<file path="src/rtl/trace_buffer.sv">
// trace_buffer: circular FIFO that sits directly downstream of the tracer.
// Every record strobed with trace_ready_i, while capture is enabled, is stored
// and later presented in order on a valid/ready drain port. The block reports
// its fill level and counts records dropped because the buffer was full.
//
// Ports:
//   clk_i, rst_ni         clock, synchronous active-low reset
//   trace_ready_i,trace_i tracer strobe and record
//   enable_i              capture enable (draining ignores it)
//   flush_i               synchronous clear of contents and statistics
//   out_valid_o/ready_i   drain handshake; out_data_o is the registered head
//   level_o,full_o,empty_o fill status
//   overflow_o            sticky "a record was dropped" flag
//   overflow_cnt_o        saturating dropped-record count
//
// Option macro TRACE_BUFFER_TIMESTAMP_EN: a free-running 32-bit cycle counter
// is stored with each entry in the upper bits of out_data_o.
module trace_buffer #(
    parameter int TRACE_WIDTH = 96,
    parameter int DEPTH       = 16,
    parameter int OVF_WIDTH   = 16
) (
    input  logic                       clk_i,
    input  logic                       rst_ni,
    input  logic                       trace_ready_i,
    input  logic [TRACE_WIDTH-1:0]     trace_i,
    input  logic                       enable_i,
    input  logic                       flush_i,
    output logic                       out_valid_o,
    input  logic                       out_ready_i,
`ifdef TRACE_BUFFER_TIMESTAMP_EN
    output logic [TRACE_WIDTH+31:0]    out_data_o,
`else
    output logic [TRACE_WIDTH-1:0]     out_data_o,
`endif
    output logic [$clog2(DEPTH):0]     level_o,
    output logic                       full_o,
    output logic                       empty_o,
    output logic                       overflow_o,
    output logic [OVF_WIDTH-1:0]       overflow_cnt_o
);

`ifdef TRACE_BUFFER_TIMESTAMP_EN
    localparam int DW = TRACE_WIDTH + 32;
`else
    localparam int DW = TRACE_WIDTH;
`endif
    localparam int AW = $clog2(DEPTH);
    localparam int LW = AW + 1;

    logic [DW-1:0]        mem_q [DEPTH];
    logic [AW-1:0]        rd_q, rd_d, wr_q, wr_d;
    logic [LW-1:0]        lvl_q, lvl_d;
    logic                 ovf_q, ovf_d;
    logic [OVF_WIDTH-1:0] cnt_q, cnt_d;
    logic [DW-1:0]        head_q, head_d;
    logic [DW-1:0]        din;
    logic                 push_req, pop, push, drop;

`ifdef TRACE_BUFFER_TIMESTAMP_EN
    logic [31:0] ts_q, ts_d;
    assign din  = {ts_q, trace_i};
    assign ts_d = flush_i ? 32'd0 : ts_q + 32'd1;

    always_ff @(posedge clk_i) begin
        if (!rst_ni) ts_q <= 32'd0;
        else         ts_q <= ts_d;
    end
`else
    assign din = trace_i;
`endif

    assign empty_o        = (lvl_q == '0);
    assign full_o         = (lvl_q == LW'(DEPTH));
    assign out_valid_o    = ~empty_o;
    assign level_o        = lvl_q;
    assign overflow_o     = ovf_q;
    assign overflow_cnt_o = cnt_q;
    assign out_data_o     = head_q;

    assign push_req = trace_ready_i & enable_i & ~flush_i;
    assign pop      = out_valid_o & out_ready_i & ~flush_i;
    // A same-cycle pop frees the slot, so a full buffer still accepts.
    assign push     = push_req & (~full_o | pop);
    assign drop     = push_req & full_o & ~pop;

    always_comb begin
        rd_d   = rd_q;
        wr_d   = wr_q;
        lvl_d  = lvl_q;
        ovf_d  = ovf_q;
        cnt_d  = cnt_q;
        head_d = head_q;
        if (push) wr_d = wr_q + 1'b1;
        if (pop)  rd_d = rd_q + 1'b1;
        if (push && !pop) lvl_d = lvl_q + 1'b1;
        if (pop && !push) lvl_d = lvl_q - 1'b1;
        if (drop) begin
            ovf_d = 1'b1;
            if (cnt_q != '1) cnt_d = cnt_q + 1'b1;
        end
        // Registered head: reload from the new read slot, bypassing the
        // record being written when it lands exactly there.
        if ((push || pop) && lvl_d != '0)
            head_d = (push && wr_q == rd_d) ? din : mem_q[rd_d];
        if (flush_i) begin
            rd_d   = '0;
            wr_d   = '0;
            lvl_d  = '0;
            ovf_d  = 1'b0;
            cnt_d  = '0;
            head_d = '0;
        end
    end

    always_ff @(posedge clk_i) begin
        if (!rst_ni) begin
            rd_q   <= '0;
            wr_q   <= '0;
            lvl_q  <= '0;
            ovf_q  <= 1'b0;
            cnt_q  <= '0;
            head_q <= '0;
        end else begin
            rd_q   <= rd_d;
            wr_q   <= wr_d;
            lvl_q  <= lvl_d;
            ovf_q  <= ovf_d;
            cnt_q  <= cnt_d;
            head_q <= head_d;
        end
    end

    // Storage is deliberately not reset; push is already gated by reset-free
    // flush_i, and reset only needs to empty the pointers.
    always_ff @(posedge clk_i) begin
        if (rst_ni && push) mem_q[wr_q] <= din;
    end

endmodule

</file>
<file path="config.mk">
export PLATFORM = sky130hd
export DESIGN_NAME = trace_buffer
export DESIGN_NICKNAME = d
export VERILOG_FILES = /design/src/rtl/trace_buffer.sv
export SDC_FILE = /design/constraint.sdc
export NUM_CORES = 2
export LEC_CHECK = 0
export ABC_AREA = 1
export ABC_CLOCK_PERIOD_IN_PS = 8500
export CAP_MARGIN = 20
export CORE_MARGIN = 10
export CORE_UTILIZATION = 51
export CTS_CLUSTER_SIZE = 30
export DETAILED_ROUTE_END_ITERATION = 16
export GPL_TIMING_DRIVEN = 1
export PLACE_DENSITY = 0.77
export SYNTH_ARGS = -nofsm -noshare
export SYNTH_HDL_FRONTEND = slang
export SYNTH_SLANG_ARGS = --single-unit
export TNS_END_PERCENT = 100
</file>
<file path="constraint.sdc">
create_clock -name clk_i -period 8.5 [get_ports clk_i]
set_clock_uncertainty 0.1 [all_clocks]
set_input_delay 0.85 -clock clk_i [delete_from_list [all_inputs] [get_ports clk_i]]
set_output_delay 0.85 -clock clk_i [all_outputs]
set_load 0.05 [all_outputs]
</file>
## Word-level counts from Yosys, hierarchy flattened

Memories as Yosys holds them, arrays and structs flattened. A register that Yosys moved wholly into a read port is not among the register bits.
Cells that the tools add are included.

- Register bits after elaboration: 30
- Latch bits: 0
- Memory bits (writable): 1536
- ROM bits: 0
- Input bits: 102
- Output and inout port bits: 121
- Word-level logic and storage cells: 42
- Memories: 1

Memories:

| name | depth | bits a word | read ports | clocked after Yosys merged registers in | wr ports | RTL line | source |
|---|---|---|---|---|---|---|---|
| mem_q | 16 | 96 | 1 | 1 | 1 | 51 | `logic [DW-1:0] mem_q [DEPTH];` |

- $add $sub $neg: 5
- Multiply operators: 0
- Div/mod/pow operators: 0
- Magnitude comparators: 0
- Equality and inequality tests: 2
- Shift-type cells: 0
- Mux-type cells: 5
- Bitwise logic cells: 13
- Reductions and logical operators: 11

Operator list:

| cell | number |
|---|---|
| $add 16x1->16 const B | 1 |
| $ne 16x16->1 const B | 1 |
| $mux 5 | 2 |
| $add 4x1->4 const B | 2 |
| $and 1x1->1 | 7 |
| $add 5x1->5 const B | 1 |
| $eq 5x5->1 const B | 1 |
| $logic_not 5->1 | 1 |
| $not 1->1 | 5 |
| $reduce_bool 5->1 | 1 |
| $sub 5x1->5 const B | 1 |
| $logic_and 1x1->1 | 4 |
| $mux 4 | 1 |
| $logic_not 1->1 | 2 |
| $mux 1 | 2 |
| $reduce_and 2->1 | 1 |
| $reduce_or 2->1 | 1 |
| $logic_or 1x1->1 | 1 |
| $or 1x1->1 | 1 |

## Longest topological paths before layout

- Depth after elaboration: 11
- Gate-level depth with buffers: 18
- Depth with buffers taken out: 15

## Worst setup path before layout

OpenSTA, ideal clock, no wires.

- Kind: reg2reg
- Start: register lvl_q[0] (netlist: level_o[0])
- End: memory mem_q[7][0] (netlist bit) (enable)
- Setup time: 0.669 ns
- Arrival time: 8.511 ns
- Data required time: 7.731 ns
- Setup slack: -0.780 ns
- Cell stages (with the launch flop): 10
- Path buffers: 0
- Period minus slack after synthesis: 9.280 ns
- Cells stage by stage: dfxtp_1 -> inv_1 -> ha_1 -> nand3_1 -> inv_1 -> nand2_2 -> nand2_2 -> inv_1 -> nand2_1 -> nor3_1

- Elaborated cells on any way between the ends: 11
- Classes of those cells: eq/ne: 1; mux: 2; bitwise: 6; reduce/logical: 2

RTL lines:

| element | RTL line | source |
|---|---|---|
| start, declared | 53 | `logic [LW-1:0] lvl_q, lvl_d;` |
| start signal, assigned | 127 | `lvl_q <= lvl_d;` |
| $eq 5x5->1 | 74 | `assign full_o = (lvl_q == LW'(DEPTH));` |
| via full_o | 37 | `output logic full_o,` |
| $not 1->1 | 84 | `assign push = push_req & (~full_o \| pop);` |
| $or 1x1->1 | 84 |  |
| $and 1x1->1 | 84 |  |
| $logic_and 1x1->1 | 137 | `if (rst_ni && push) mem_q[wr_q] <= din;` |
| $mux 1 | 137 |  |
| $mux 1 (not written as such) | 137 |  |
| end, declared | 51 |  |

The timed path passes the listed nets, and every way through them passes these cells.

## Final worst setup path

- Start: input flush_i
- End: register head_q[16] (netlist: out_data_o[16]), read port of mem_q

- Longest elaborated chain between the ends: 9
- Elaborated cells on any way between the ends: 16
- Classes of those cells: mux: 3; bitwise: 5; reduce/logical: 8

RTL lines:

| element | RTL line | source |
|---|---|---|
| start, declared | 28 | `input logic flush_i,` |
| $not 1->1 | 81, 82 |  |
| $and 1x1->1 | 82 | `assign pop = out_valid_o & out_ready_i & ~flush_i;` |
| $or 1x1->1 | 84 |  |
| $and 1x1->1 | 84 |  |
| $logic_and 1x1->1 / $logic_not 1->1 (equally long branches) | 96, 97 |  |
| $mux 5 / $logic_and 1x1->1 (equally long branches) | 96, 97 |  |
| $mux 5 | 97 | `if (pop && !push) lvl_d = lvl_q - 1'b1;` |
| $reduce_bool 5->1 | 104 | `if ((push \|\| pop) && lvl_d != '0)` |
| $logic_and 1x1->1 | 104 |  |
| end, declared | 56 | `logic [DW-1:0] head_q, head_d;` |

Several ways; a longest one is shown, not always the timed one.
A chain may end at the register's enable or synchronous reset.

==> flow_metrics.env <==
export IMPL_status="finished clean"
export IMPL_antenna_left=0
export IMPL_drive_above_1_share_pct=5.72
export IMPL_ys_top_cells_by_area="edfxtp_1 (64%), nand3_1 (11%), nand2_1 (11%)"
export IMPL_endpoint_kind="flip-flop"
export IMPL_syn2layout_area_growth_pct=11.9
export IMPL_pwr_share_clk_pct=42.0
export IMPL_cp_start_kind="input pin"
export IMPL_power_switching_uw=3660
export IMPL_instances_no_fill=8946
export IMPL_crit_chain="clkdlybuf4s50_1 -> nor2_1 -> nand2_2 -> nand2_4 -> nand2_4 -> xor2_1 -> nor2_1 -> buf_4 -> nand3_4 -> inv_4 -> buf_12 -> nand2_1 -> nand2_1 -> a21oi_2"
export IMPL_internal_power_uw=13200
export IMPL_track_usage_pct=24.4
export IMPL_cts_resized=0
export IMPL_holdBufCountCts=0
export IMPL_viasPerCell=5.75
export IMPL_final_cell_area_um2=80900
export IMPL_final_max_slew_viol_count=0
export IMPL_fin_crit_sh_pct=71.7
export IMPL_required_ns=9.05
export IMPL_netSwitchingFraction_pct=21.8
export IMPL_htreeDepth=4
export IMPL_synth_edf_count=1536
export IMPL_core_um2=141000
export IMPL_grt_pass1_vias=50200
export IMPL_rows=138
export IMPL_ir_worst_vdd_mv=0.223
export IMPL_power_per_cell_area_nw_per_um2=208
export IMPL_sequentialPowerShare_pct=53.3
export IMPL_crit_family="simple AND/OR/NAND/NOR gates"
export IMPL_finalHoldViolCount=0
export IMPL_syn_inst=6906
export IMPL_postCtsSetupBuffers=0
export IMPL_synth_async_reset_ratio_pct=0
export IMPL_syn_num_nets=7017
export IMPL_dieHeight_um=397
export IMPL_die_width_um=397
export IMPL_overflow=0
export IMPL_cap_violations=0
export IMPL_synth_cell_types=35
export IMPL_synth_most_common_cell="nand2_1"
export IMPL_dieArea_um2=157000
export IMPL_dp_hpwl_mm=95.4
export IMPL_io_pins=223
export IMPL_final_nets=7024
export IMPL_vias=51400
export IMPL_synth_seq_cells=1662
export IMPL_worst_slew_pin_slew_ns=1.47
export IMPL_place_inst=8638
export IMPL_drt_wl_total_mm=199
export IMPL_cts_made_buffers=162
export IMPL_synth_top_area_share_pct=63.8
export IMPL_clock_latency_ns=0.80
export IMPL_clkTransAtPathRegs_ns=0.06
export IMPL_syn_avg_cell_area_um2=10.5
export IMPL_slowest_stage="inv_4"
export IMPL_ys_warn_count=0
export IMPL_netlist_area_um2=72300
export IMPL_leakagePower_uw=0.0316
export IMPL_yosys_area_top_type="edfxtp_1"
export IMPL_placed_cell_area_um2=75700
export IMPL_clockBufferDepth=3
export IMPL_max_stage_delay_ns=0.98
export IMPL_rsz0062_at_grt="false"
export IMPL_wl_per_cell_um=22.2
export IMPL_start_util_pct=51.2
export IMPL_antenna_found_initial=15
export IMPL_finalCriticalPeriod_ns=6.09
export IMPL_netlist_top_cells_count="nand2_1 (2038), nand3_1 (1552), edfxtp_1 (1536), inv_1 (665), nand3b_1 (254)"
export IMPL_path_buf_inv=4
export IMPL_drc=0
export IMPL_port_buffers=222
export IMPL_cts_root_buf="clkbuf_16"
export IMPL_worst_ep_arrival_time_ns=6.64
export IMPL_cts_tree="built"
export IMPL_synth_seq_area_share_pct=67.3
export IMPL_max_freq_mhz=164
export IMPL_drt_pass1_iter_count=6
export IMPL_hold_class="flip-flop to flip-flop"
export IMPL_pwr_share_comb_pct=4.7
export IMPL_cts_sinks=1662
export IMPL_dr_first_iter_drc_count=6121
export IMPL_grt_pass1_wl_mm=299
export IMPL_ys_flop_type="edfxtp_1"
export IMPL_setup_viol=0
export IMPL_relSlewSlack_pct=1.93
export IMPL_crit_fanout=66
export IMPL_path_class="input pin to flip-flop"
export IMPL_nFillCells=11200
export IMPL_gp_congestion=0.824
export IMPL_grt_start_max_net_pins=236
==> kinds of logic after synthesis <==
group	Yosys count	share of synthesized area, %
AND/OR/NAND/NOR	3959	24.8
flip-flops	1662	67.3
buffers and inverters	1132	6.39
AO/OA/AOI/OAI	133	1.25
XOR/XNOR	11	0.133
adder cells (fa/ha/maj)	9	0.156
==> per-layer routing <==
metal,up-vias,part of all wire (%),wire length [µm],global-route usage [%]
met5,-,0.044,88,0
met4,14,4.3,8630,11.7
met3,539,10,20200,4.40
met2,2889,49,97600,41.5
met1,24600,36,72100,30.2
li1,23400,-,-,-
==> state kept, by name (all words and copies together) (netlist names) <==
register	count
out_data_o	96
wr_q	4
level_o	5
overflow_o	1
rd_q	4
mem_q	1536
overflow_cnt_o	16
==> final timing paths <==
kind / start / depth (start not counted) / to / slack [ns]
worst max-delay path: flush_i / 14 / out_data_o[16] / 2.41
worst min-delay path: out_data_o[10] / 4 / out_data_o[10] / 0.41
worst max register to register: level_o[0] / 15 / out_data_o[16] / 2.52
worst min register to register: out_data_o[10] / 4 / out_data_o[10] / 0.41
==> worst reg2reg max path, delay by kind of cell (launching register included) <==
| family | cells | cell delay, ns |
|---|---|---|
| adders and majority gates | 1 | 0.25 |
| xor gates and xnor gates | 1 | 0.37 |
| DFF | 1 | 0.40 |
| AOI/OAI and AO/OA | 1 | 0.05 |
| buffers and inverters | 4 | 1.82 |
| and+or+nand+nor | 8 | 2.83 |
==> cell type report <==
class                           instances  area, µm²  area share (%)
Tap cell                             1890       2360            2.92
Antenna cell                            9       22.5          0.0278
Sequential cell                      1662      48600            60.1
Clock inverter                         78        726           0.897
Clock buffer                          220       4430            5.47
Timing Repair Buffer                  302       2960            3.65
Multi-Input combinational cell       4112      19200            23.7
Inverter                              673       2550            3.15
==> power by group through the flow <==
stage	Clock, µW	Sequential, µW	Combinational [µW]
after detailed placement	0	9130	784
after global placement	0	9130	765
after CTS	7110	8960	789
after floorplan	0	9160	419
after global routing	7420	8950	866
final	7060	8960	798
==> cells in the final DEF, fill, tap and decap left out, types with 4 or more instances in the layout <==
master / count
clkinv_2: 24
nor3_1: 10
clkinv_1: 31
dfxtp_1: 126
nand3b_1: 254
nand2_4: 5
ha_1: 9
nor3_2: 6
nand4_1: 18
clkdlybuf4s50_1: 222
nor2_4: 10
nor2_1: 54
buf_12: 9
nand3_4: 4
clkbuf_1: 48
xor2_1: 8
nand3_1: 1551
buf_4: 70
nand2_1: 2034
edfxtp_1: 1536
clkbuf_8: 5
a21oi_2: 60
clkbuf_16: 167
a21oi_1: 55
inv_6: 9
bufinv_16: 11
inv_1: 664
diode_2: 9
o21ai_0: 12
==> per-stage QoR <==
step	worst slack [ns]	util (%)	hold WS (ns)	total power (µW)	setup TNS, ns
3_3_place_gp	1.93	53.6	0.361	9890	0
4_1_cts	2.62	57.2	0.406	16900	0
3_5_place_dp	1.79	53.6	0.388	9910	0
6_report	2.41	57.3	0.414	16800	0
2_1_floorplan	-0.780	-	0.404	9580	-448.58
5_1_grt	2.18	57.3	0.434	17200	0
Power figures use the tool's default switching activity.
